`config.mk`:
```
export PLATFORM = sky130hd
export DESIGN_NAME = rom_burst_reader
export DESIGN_NICKNAME = d
export VERILOG_FILES = /design/src/rtl/rom_burst_reader_pkg.sv /design/src/rtl/rom_burst_reader_fifo.sv /design/src/rtl/rom_burst_reader.sv
export SDC_FILE = /design/constraint.sdc
export NUM_CORES = 1
export LEC_CHECK = 0
export BUFFER_PORTS_ARGS = -buffer_cell sky130_fd_sc_hd__buf_2
export CORE_UTILIZATION = 30
export CTS_BUF_LIST = sky130_fd_sc_hd__clkbuf_4
export DETAILED_ROUTE_END_ITERATION = 10
export PLACE_DENSITY = 0.47
export SLEW_MARGIN = 20
export SYNTH_ARGS = -nofsm -noshare
export SYNTH_HDL_FRONTEND = slang
export SYNTH_SLANG_ARGS = --single-unit
```
`constraint.sdc`:
```
create_clock -name i_clk -period 4.5 [get_ports i_clk]
set_clock_uncertainty 0.05 [all_clocks]
set_input_delay 0.45 -clock i_clk [delete_from_list [all_inputs] [get_ports i_clk]]
set_output_delay 0.45 -clock i_clk [all_outputs]
set_load 0.01 [all_outputs]
```
`src/rtl/rom_burst_reader_pkg.sv`:
```
// Shared types and constants for the ROM burst reader.
package rom_burst_reader_pkg;

    // Burst sequencer states.
    typedef enum logic [1:0] {
        IDLE  = 2'd0,
        READ  = 2'd1,
        DRAIN = 2'd2
    } state_t;

    // Output FIFO depth: two in-flight-free slots plus the ROM read pipeline
    // stage is enough to sustain one word per cycle.
    localparam int FIFO_DEPTH = 3;

    // Response entry for the standard 64-bit ROM configuration.
    typedef struct packed {
        logic [63:0] data;
        logic        last;
        logic        err;
    } resp_entry_d64_t;

    // Advance a FIFO pointer, wrapping at the (non power-of-two) depth.
    function automatic logic [1:0] ptr_next(input logic [1:0] ptr);
        return (ptr == 2'(FIFO_DEPTH - 1)) ? 2'd0 : ptr + 2'd1;
    endfunction

endpackage

```
`src/rtl/rom_burst_reader_fifo.sv`:
```
// Three-entry synchronous FIFO with occupancy count, reset and flush.
// The head entry is presented combinationally and only moves on pop.
module rom_burst_reader_fifo
    import rom_burst_reader_pkg::*;
#(
    parameter int width = 66
) (
    input  logic             clk,
    input  logic             rst,
    input  logic             flush,
    input  logic             push,
    input  logic [width-1:0] wdata,
    input  logic             pop,
    output logic [width-1:0] rdata,
    output logic [1:0]       count,
    output logic             empty
);

    logic [width-1:0] mem [FIFO_DEPTH];
    logic [1:0]       rd_ptr;
    logic [1:0]       wr_ptr;
    logic             full;
    logic             do_push;
    logic             do_pop;

    assign empty   = (count == 2'd0);
    assign full    = (count == 2'(FIFO_DEPTH));
    assign do_pop  = pop && !empty;
    assign do_push = push && (!full || do_pop);
    assign rdata   = mem[rd_ptr];

    // Storage, pointers and count; reset also clears storage so the head reads 0.
    always_ff @(posedge clk) begin
        if (rst) begin
            rd_ptr <= 2'd0;
            wr_ptr <= 2'd0;
            count  <= 2'd0;
            for (int i = 0; i < FIFO_DEPTH; i++) begin
                mem[i] <= '0;
            end
        end else if (flush) begin
            rd_ptr <= 2'd0;
            wr_ptr <= 2'd0;
            count  <= 2'd0;
        end else begin
            if (do_push) begin
                mem[wr_ptr] <= wdata;
                wr_ptr      <= ptr_next(wr_ptr);
            end
            if (do_pop) begin
                rd_ptr <= ptr_next(rd_ptr);
            end
            if (do_push && !do_pop) begin
                count <= count + 2'd1;
            end else if (!do_push && do_pop) begin
                count <= count - 2'd1;
            end
        end
    end

    // The issue rule upstream must never let a push land on a full FIFO.
    always @(posedge clk) begin
        if (!rst && !flush) begin
            assert (!(push && full && !pop));
        end
    end

endmodule

```
`src/rtl/rom_burst_reader.sv`:
```
// Burst read front end for the ROM wrapper: takes {byte address, length},
// walks the ROM word addresses, captures the 1-cycle-latency read data and
// streams it out through a small FIFO with backpressure.
//
// Handshakes: a transfer happens in a cycle where valid and ready are both
// high. A source keeps valid and its payload stable until that cycle; ready
// may change freely and never depends combinationally on the same channel's
// valid.
module rom_burst_reader
    import rom_burst_reader_pkg::*;
#(
    parameter int abits       = 6,
    parameter int log2_dbytes = 3,
    parameter int lenbits     = 8
) (
    input  logic                           i_clk,
    input  logic                           i_rst,
    input  logic                           i_req_valid,
    output logic                           o_req_ready,
    input  logic [abits-1:0]               i_req_addr,
    input  logic [lenbits-1:0]             i_req_len,
    output logic                           o_resp_valid,
    input  logic                           i_resp_ready,
    output logic [8*(2**log2_dbytes)-1:0]  o_resp_data,
    output logic                           o_resp_last,
    output logic                           o_resp_err,
    output logic [abits-log2_dbytes-1:0]   o_rom_addr,
    input  logic [8*(2**log2_dbytes)-1:0]  i_rom_rdata,
    output logic [1:0]                     o_dbg_state
);

    localparam int dbits = 8 * (2 ** log2_dbytes);
    localparam int wbits = abits - log2_dbytes;

    typedef struct packed {
        logic [dbits-1:0] data;
        logic             last;
        logic             err;
    } resp_entry_t;

    state_t             state;
    state_t             state_next;
    logic [lenbits-1:0] remaining;
    logic               burst_err;
    logic               inflight;
    logic               inflight_last;
    logic               req_fire;
    logic               issue;
    logic               beat_fire;
    logic [1:0]         fifo_count;
    logic               fifo_empty;
    logic [2:0]         occupancy;
    resp_entry_t        push_entry;
    resp_entry_t        head_entry;

    assign req_fire  = i_req_valid && o_req_ready;
    assign beat_fire = o_resp_valid && i_resp_ready;
    // Words held or on their way: issuing only below depth means the word
    // returning next cycle always has a free slot.
    assign occupancy = {1'b0, fifo_count} + {2'b00, inflight};
    assign issue     = (state == READ) && (occupancy < 3'(FIFO_DEPTH));

    // State register.
    always_ff @(posedge i_clk) begin
        if (i_rst) begin
            state <= IDLE;
        end else begin
            state <= state_next;
        end
    end

    // Next-state and request-ready decode.
    always_comb begin
        state_next  = state;
        o_req_ready = 1'b0;
        case (state)
            IDLE: begin
                o_req_ready = 1'b1;
                if (i_req_valid) begin
                    state_next = READ;
                end
            end
            READ: begin
                if (issue && (remaining == '0)) begin
                    state_next = DRAIN;
                end
            end
            DRAIN: begin
                if (beat_fire && o_resp_last) begin
                    state_next = IDLE;
                end
            end
            default: state_next = IDLE;
        endcase
    end

    // Address walk, remaining count, error flag and ROM pipeline tracking.
    always_ff @(posedge i_clk) begin
        if (i_rst) begin
            o_rom_addr    <= '0;
            remaining     <= '0;
            burst_err     <= 1'b0;
            inflight      <= 1'b0;
            inflight_last <= 1'b0;
        end else begin
            inflight <= issue;
            if (req_fire) begin
                o_rom_addr <= i_req_addr[abits-1:log2_dbytes];
                remaining  <= i_req_len;
                burst_err  <= |i_req_addr[log2_dbytes-1:0];
            end else if (issue) begin
                o_rom_addr <= o_rom_addr + wbits'(1);
                remaining  <= remaining - lenbits'(1);
            end
            if (issue) begin
                inflight_last <= (remaining == '0);
            end
        end
    end

    assign push_entry.data = i_rom_rdata;
    assign push_entry.last = inflight_last;
    assign push_entry.err  = burst_err;

    rom_burst_reader_fifo #(
        .width ($bits(resp_entry_t))
    ) u_fifo (
        .clk   (i_clk),
        .rst   (i_rst),
        .flush (1'b0),
        .push  (inflight),
        .wdata (push_entry),
        .pop   (beat_fire),
        .rdata (head_entry),
        .count (fifo_count),
        .empty (fifo_empty)
    );

    assign o_resp_valid = !fifo_empty;
    assign o_resp_data  = head_entry.data;
    assign o_resp_last  = head_entry.last;
    assign o_resp_err   = head_entry.err;
    assign o_dbg_state  = state;

endmodule

```
After elaboration in Yosys (flattened, before gate mapping)

Memory sizes are Yosys's and may differ from the RTL's. A register that Yosys moved wholly into a read port is not among the register bits.
Index checks and enable logic that the tools add are counted.

Logic and storage cells: 71
Output and inout bits: 73
Bits in writable memories: 198
Memories: 1
Flip-flop bits (word level): 22
Bits of input ports: 82

Memories:

| name       | words | width | rd ports | clocked after memory_dff | wr ports | line                        | text |
|---|---|---|---|---|---|---|---|
| u_fifo.mem | 3     | 66    | 1        | 1                        | 3        | rom_burst_reader_fifo.sv:19 | `logic [width-1:0] mem [FIFO_DEPTH];` |

$add $sub $neg: 7
Multiplexer cells: 23
Reductions and logical operators: 22
Equal/unequal tests: 8
Order comparisons: 1

Operators by type and width:

| cell                                                   | count |
|---|---|
| two-way mux 66 bit                                     | 1 |
| OR reduction 66 bit                                    | 1 |
| two-way mux 2 bit                                      | 10 |
| two-way mux 8 bit                                      | 2 |
| logical AND 1 bit                                      | 9 |
| equality test 2 bit (second input constant)            | 4 |
| zero test 8 bit                                        | 1 |
| subtractor 8 x 1 -> 8 bit (second input constant)      | 1 |
| two-way mux 1 bit                                      | 7 |
| adder 2 x 1 -> 2 bit (second input constant)           | 3 |
| two-way mux 3 bit                                      | 2 |
| one-hot mux 2 bit (3 select lines)                     | 1 |
| zero test 1 bit                                        | 4 |
| zero test 2 bit                                        | 2 |
| inequality test 2 bit (second input constant)          | 2 |
| nonzero test 2 bit                                     | 2 |
| adder 2 x 1 -> 3 bit                                   | 1 |
| adder 3 x 1 -> 3 bit (second input constant)           | 1 |
| < comparator 3 x 2 -> 1 bit (second input constant)    | 1 |
| AND reduction 3 bit                                    | 1 |
| OR reduction 3 bit                                     | 1 |
| equality test 2 x 1 -> 1 bit (second input constant)   | 1 |
| inequality test 2 x 1 -> 1 bit (second input constant) | 1 |
| subtractor 2 x 1 -> 2 bit (second input constant)      | 1 |
| logical OR 1 bit                                       | 1 |

Longest topological paths before layout

Depth in word-level cells: 11
Gate-level depth with buffers: 7
Mapped depth without buffers: 7

Cells and area by module

Synthesis repeated with hierarchy kept, for this count alone.

Cell total of the unflattened synthesis: 701
Area total of the unflattened synthesis: 12149.2 sq um

Modules (own cells, without submodules):

| module                | area an instance (sq um) | instances | seq. area each (sq um) | cells an instance |
|---|---|---|---|---|
| rom_burst_reader_fifo | 11277.1                  | 1         | 8087.8                 | 604 |
| rom_burst_reader      | 872.1                    | 1         | 320.3                  | 97 |

Worst setup path after synthesis

Ideal clock, no wire load.

Kind: in2reg
From: input i_rst
To: memory u_fifo.mem[3][0] (enable)
Library setup time: 0.490 ns
Path buffers: 1
Data required time: 3.960 ns
Setup slack: 0.354 ns
Cell stages on the path: 4
Data arrival time: 3.606 ns
Path through: buf_2 -> nor2b_1 -> nand3_1 -> nor2_1

RTL lines:

| element         | line                        | text |
|---|---|---|
| start, declared | rom_burst_reader.sv:17      | `input logic i_rst,` |
| end, declared   | rom_burst_reader_fifo.sv:19 |  |

==> impl_metrics.toml <==
[clock_tree]
cts_buffer_depth = 3
clkTransAtPathRegs_ps = 60
cts_root_buf = "clkbuf_4"
clk_latency_ps = 700
htree_levels = 3
cts_tree = "done"
cts_resized = 0
cts.sinks = 288
cts_hold_buf = 79
cts_setup_buffers = 0
numCtsBuffers = 80

[yosys]
yosysMostFrequentCell = "edfxtp_1"
syn_inst = 699
synthTopCellsByCount = "264 x edfxtp_1, 199 x and2_1, 66 x mux4_2, 26 x clkbuf_1, 24 x dfxtp_1"
yosysSeqAreaShare = 0.702
synth_seq_cells = 288
synth-async-reset-ratio = 0
synth-main-ff-cell = "edfxtp_1"
netlist_area_um2 = 12000
yosysTopAreaCell = "edfxtp_1"
synth_top_cell_area_share = 0.661
yosys_warnings = 0
synth_cell_types = 39
yosys-top-cells-area = "edfxtp_1 66%, mux4_2 12%, and2_1 10%, dfxtp_1 4.0%, clkbuf_1 0.81%"
synth_nets = 786
synth_edf_count = 264
avgSynthCellArea_um2 = 17.1

[setup_path]
path_cells = "buf_12, mux4_2, buf_2"
critPathBufInv = 2
critPathMaxStageDelay_ps = 810
worstSetupEndpointType = "output pin"
crit_fanout = 35
crit_type = "register to output pin"
cp.arrival_ps = 2670
critPathRequiredTime_ps = 4000
rrSetupSlack_ps = 2090
start_kind = "register"
critPathSlowestCell = "dfxtp_4"
path_delay_family = "flip-flops"

[power_and_ir_drop]
pwr-share-seq = 0.478
p_sw_frac = 0.255
power.clock.fraction = 0.364
finalPower_uw = 6690
ir_worst_vdd_mv = 0.159
power_density_nw_per_um2 = 439
intPower_uw = 4990
power_switching_uw = 1700
comb_power_share = 0.158
power_leakage_uw = 0.00576

[timing]
rsz0062_at_grt = "false"
period_share = 0.705
max_slew_margin = 0.443
fmax_ghz = 0.315
worst_slew_pin_slew_ps = 835
setup_violations = 0
tns_ps = 0
slew_violations = 0
min_period_ps = 3170
hold_violations = 0

[layout]
final_layout_size_suffix_gt1_frac = 0.363
nets = 1074
fillCellCount = 3713
syn2layout_area_growth_pct = 27.2

[die]
rows = 72
start_util = 0.307
ios = 155
core_area_um2 = 39000
design.die.area_um2 = 40800
die_h_um = 202
fp.dieW_um = 202

[route]
dr.pass1.iters = 4
drt-total-wl_um = 28000
drcViolationCount = 0
drtIter0Drc = 264
ant_nets = 0
wl_per_cell_um = 17.9
via_per_inst = 4.43
vias = 6923

[hold_path]
hold_class = "primary input to register"

[grt]
grt_pass1_vias = 7610
grt_antenna_before_repair = 2
grt_start_max_net_pins = 67
globalRouteTotalUtil = 0.142
grt_overflow = 0
grt_pass1_wl_um = 43500

[placement]
port-buffer-count = 154
detailed_place_hpwl_um = 15300
place.gp.congestion = 0.668

[job]
max_cap_violations = 0

[outcome]
status = "complete, no violations"
==> flip-flops by register name, summed over array words and instances (netlist names), named ones only <==
signal         count
u_fifo.mem       264
remaining          8
o_rom_addr         3
o_dbg_state        2
u_fifo.count       2
u_fifo.rd_ptr      2
u_fifo.wr_ptr      2
burst_err          1
inflight           1
inflight_last      1
==> per-stage QoR <==
stage          worst slack [ps]  instances  hold WS [ps]  cell area [µm²]  utilization
2_1_floorplan               354        699           399            12000            -
3_3_place_gp               1740       1344           414            13400        0.344
3_5_place_dp               1750       1344           437            13400        0.344
4_1_cts                    1100       1561          37.7            15200        0.391
5_1_grt                    1060       1563          95.4            15200        0.391
6_report                   1330       1563           159            15200        0.391
==> path summary, 6_finish.rpt <==
kind / depth (start not counted) / startpoint / endpoint
setup reg to reg: 6 / u_fifo.count[0] / o_dbg_state[0]
setup / recovery: 3 / register / o_resp_data[38]
hold / removal: 2 / i_rst / u_fifo.count[0]
hold reg to reg: 2 / u_fifo.rd_ptr[1] / register
==> cells in the final DEF (no fill, tap or decap), drive strengths merged, types with 3 or more instances in the layout <==
cell,n
buf,166
and2,199
or3,3
clkinv,12
dlygate4sd3,79
edfxtp,264
nand2,11
nand3,5
clkbuf,119
inv,8
dfxtp,24
o21ai,3
ha,5
or2,4
nor2,22
mux4,66
nor3,7
a21oi,9
xor2,7
a211oi,8
bufinv,3
==> kinds of logic after synthesis <==
kind of cell,share of synthesized area
fa+ha+maj,0.00522
buf+inv,0.0146
flops,0.702
xor+xnor,0.00658
simple gates,0.132
compound gates,0.0147
mux,0.125
==> power by group through the flow <==
| stage | sequential [µW] | clock (µW) | combinational, µW |
|---|---|---|---|
| after global placement | 3260 | 0 | 1030 |
| after global routing | 3230 | 2690 | 1160 |
| after CTS | 3210 | 2560 | 1090 |
| after floorplan | 3170 | 0 | 708 |
| after detailed placement | 3260 | 0 | 1030 |
| final | 3200 | 2440 | 1060 |
==> layout make-up <==
class                      count  area (µm²)  area share
timing repair buffer         245        1680       0.110
clock inverter                19         154      0.0101
tap                          518         648      0.0425
sequential                   288        8420       0.552
antenna                        2        5.00    0.000328
inverter                       4        15.0    0.000985
clock buffer                 119         893      0.0586
multi-input combinational    368        3430       0.225
==> metal layers <==
layer	vias to the layer above	wire (µm)	track usage
li1	3276	-	-
met1	3423	12500	0.185
met2	182	13200	0.222
met3	40	1720	0.0442
met4	2	439	0.0549
met5	-	10	0
Power figures use the tool's default switching activity.
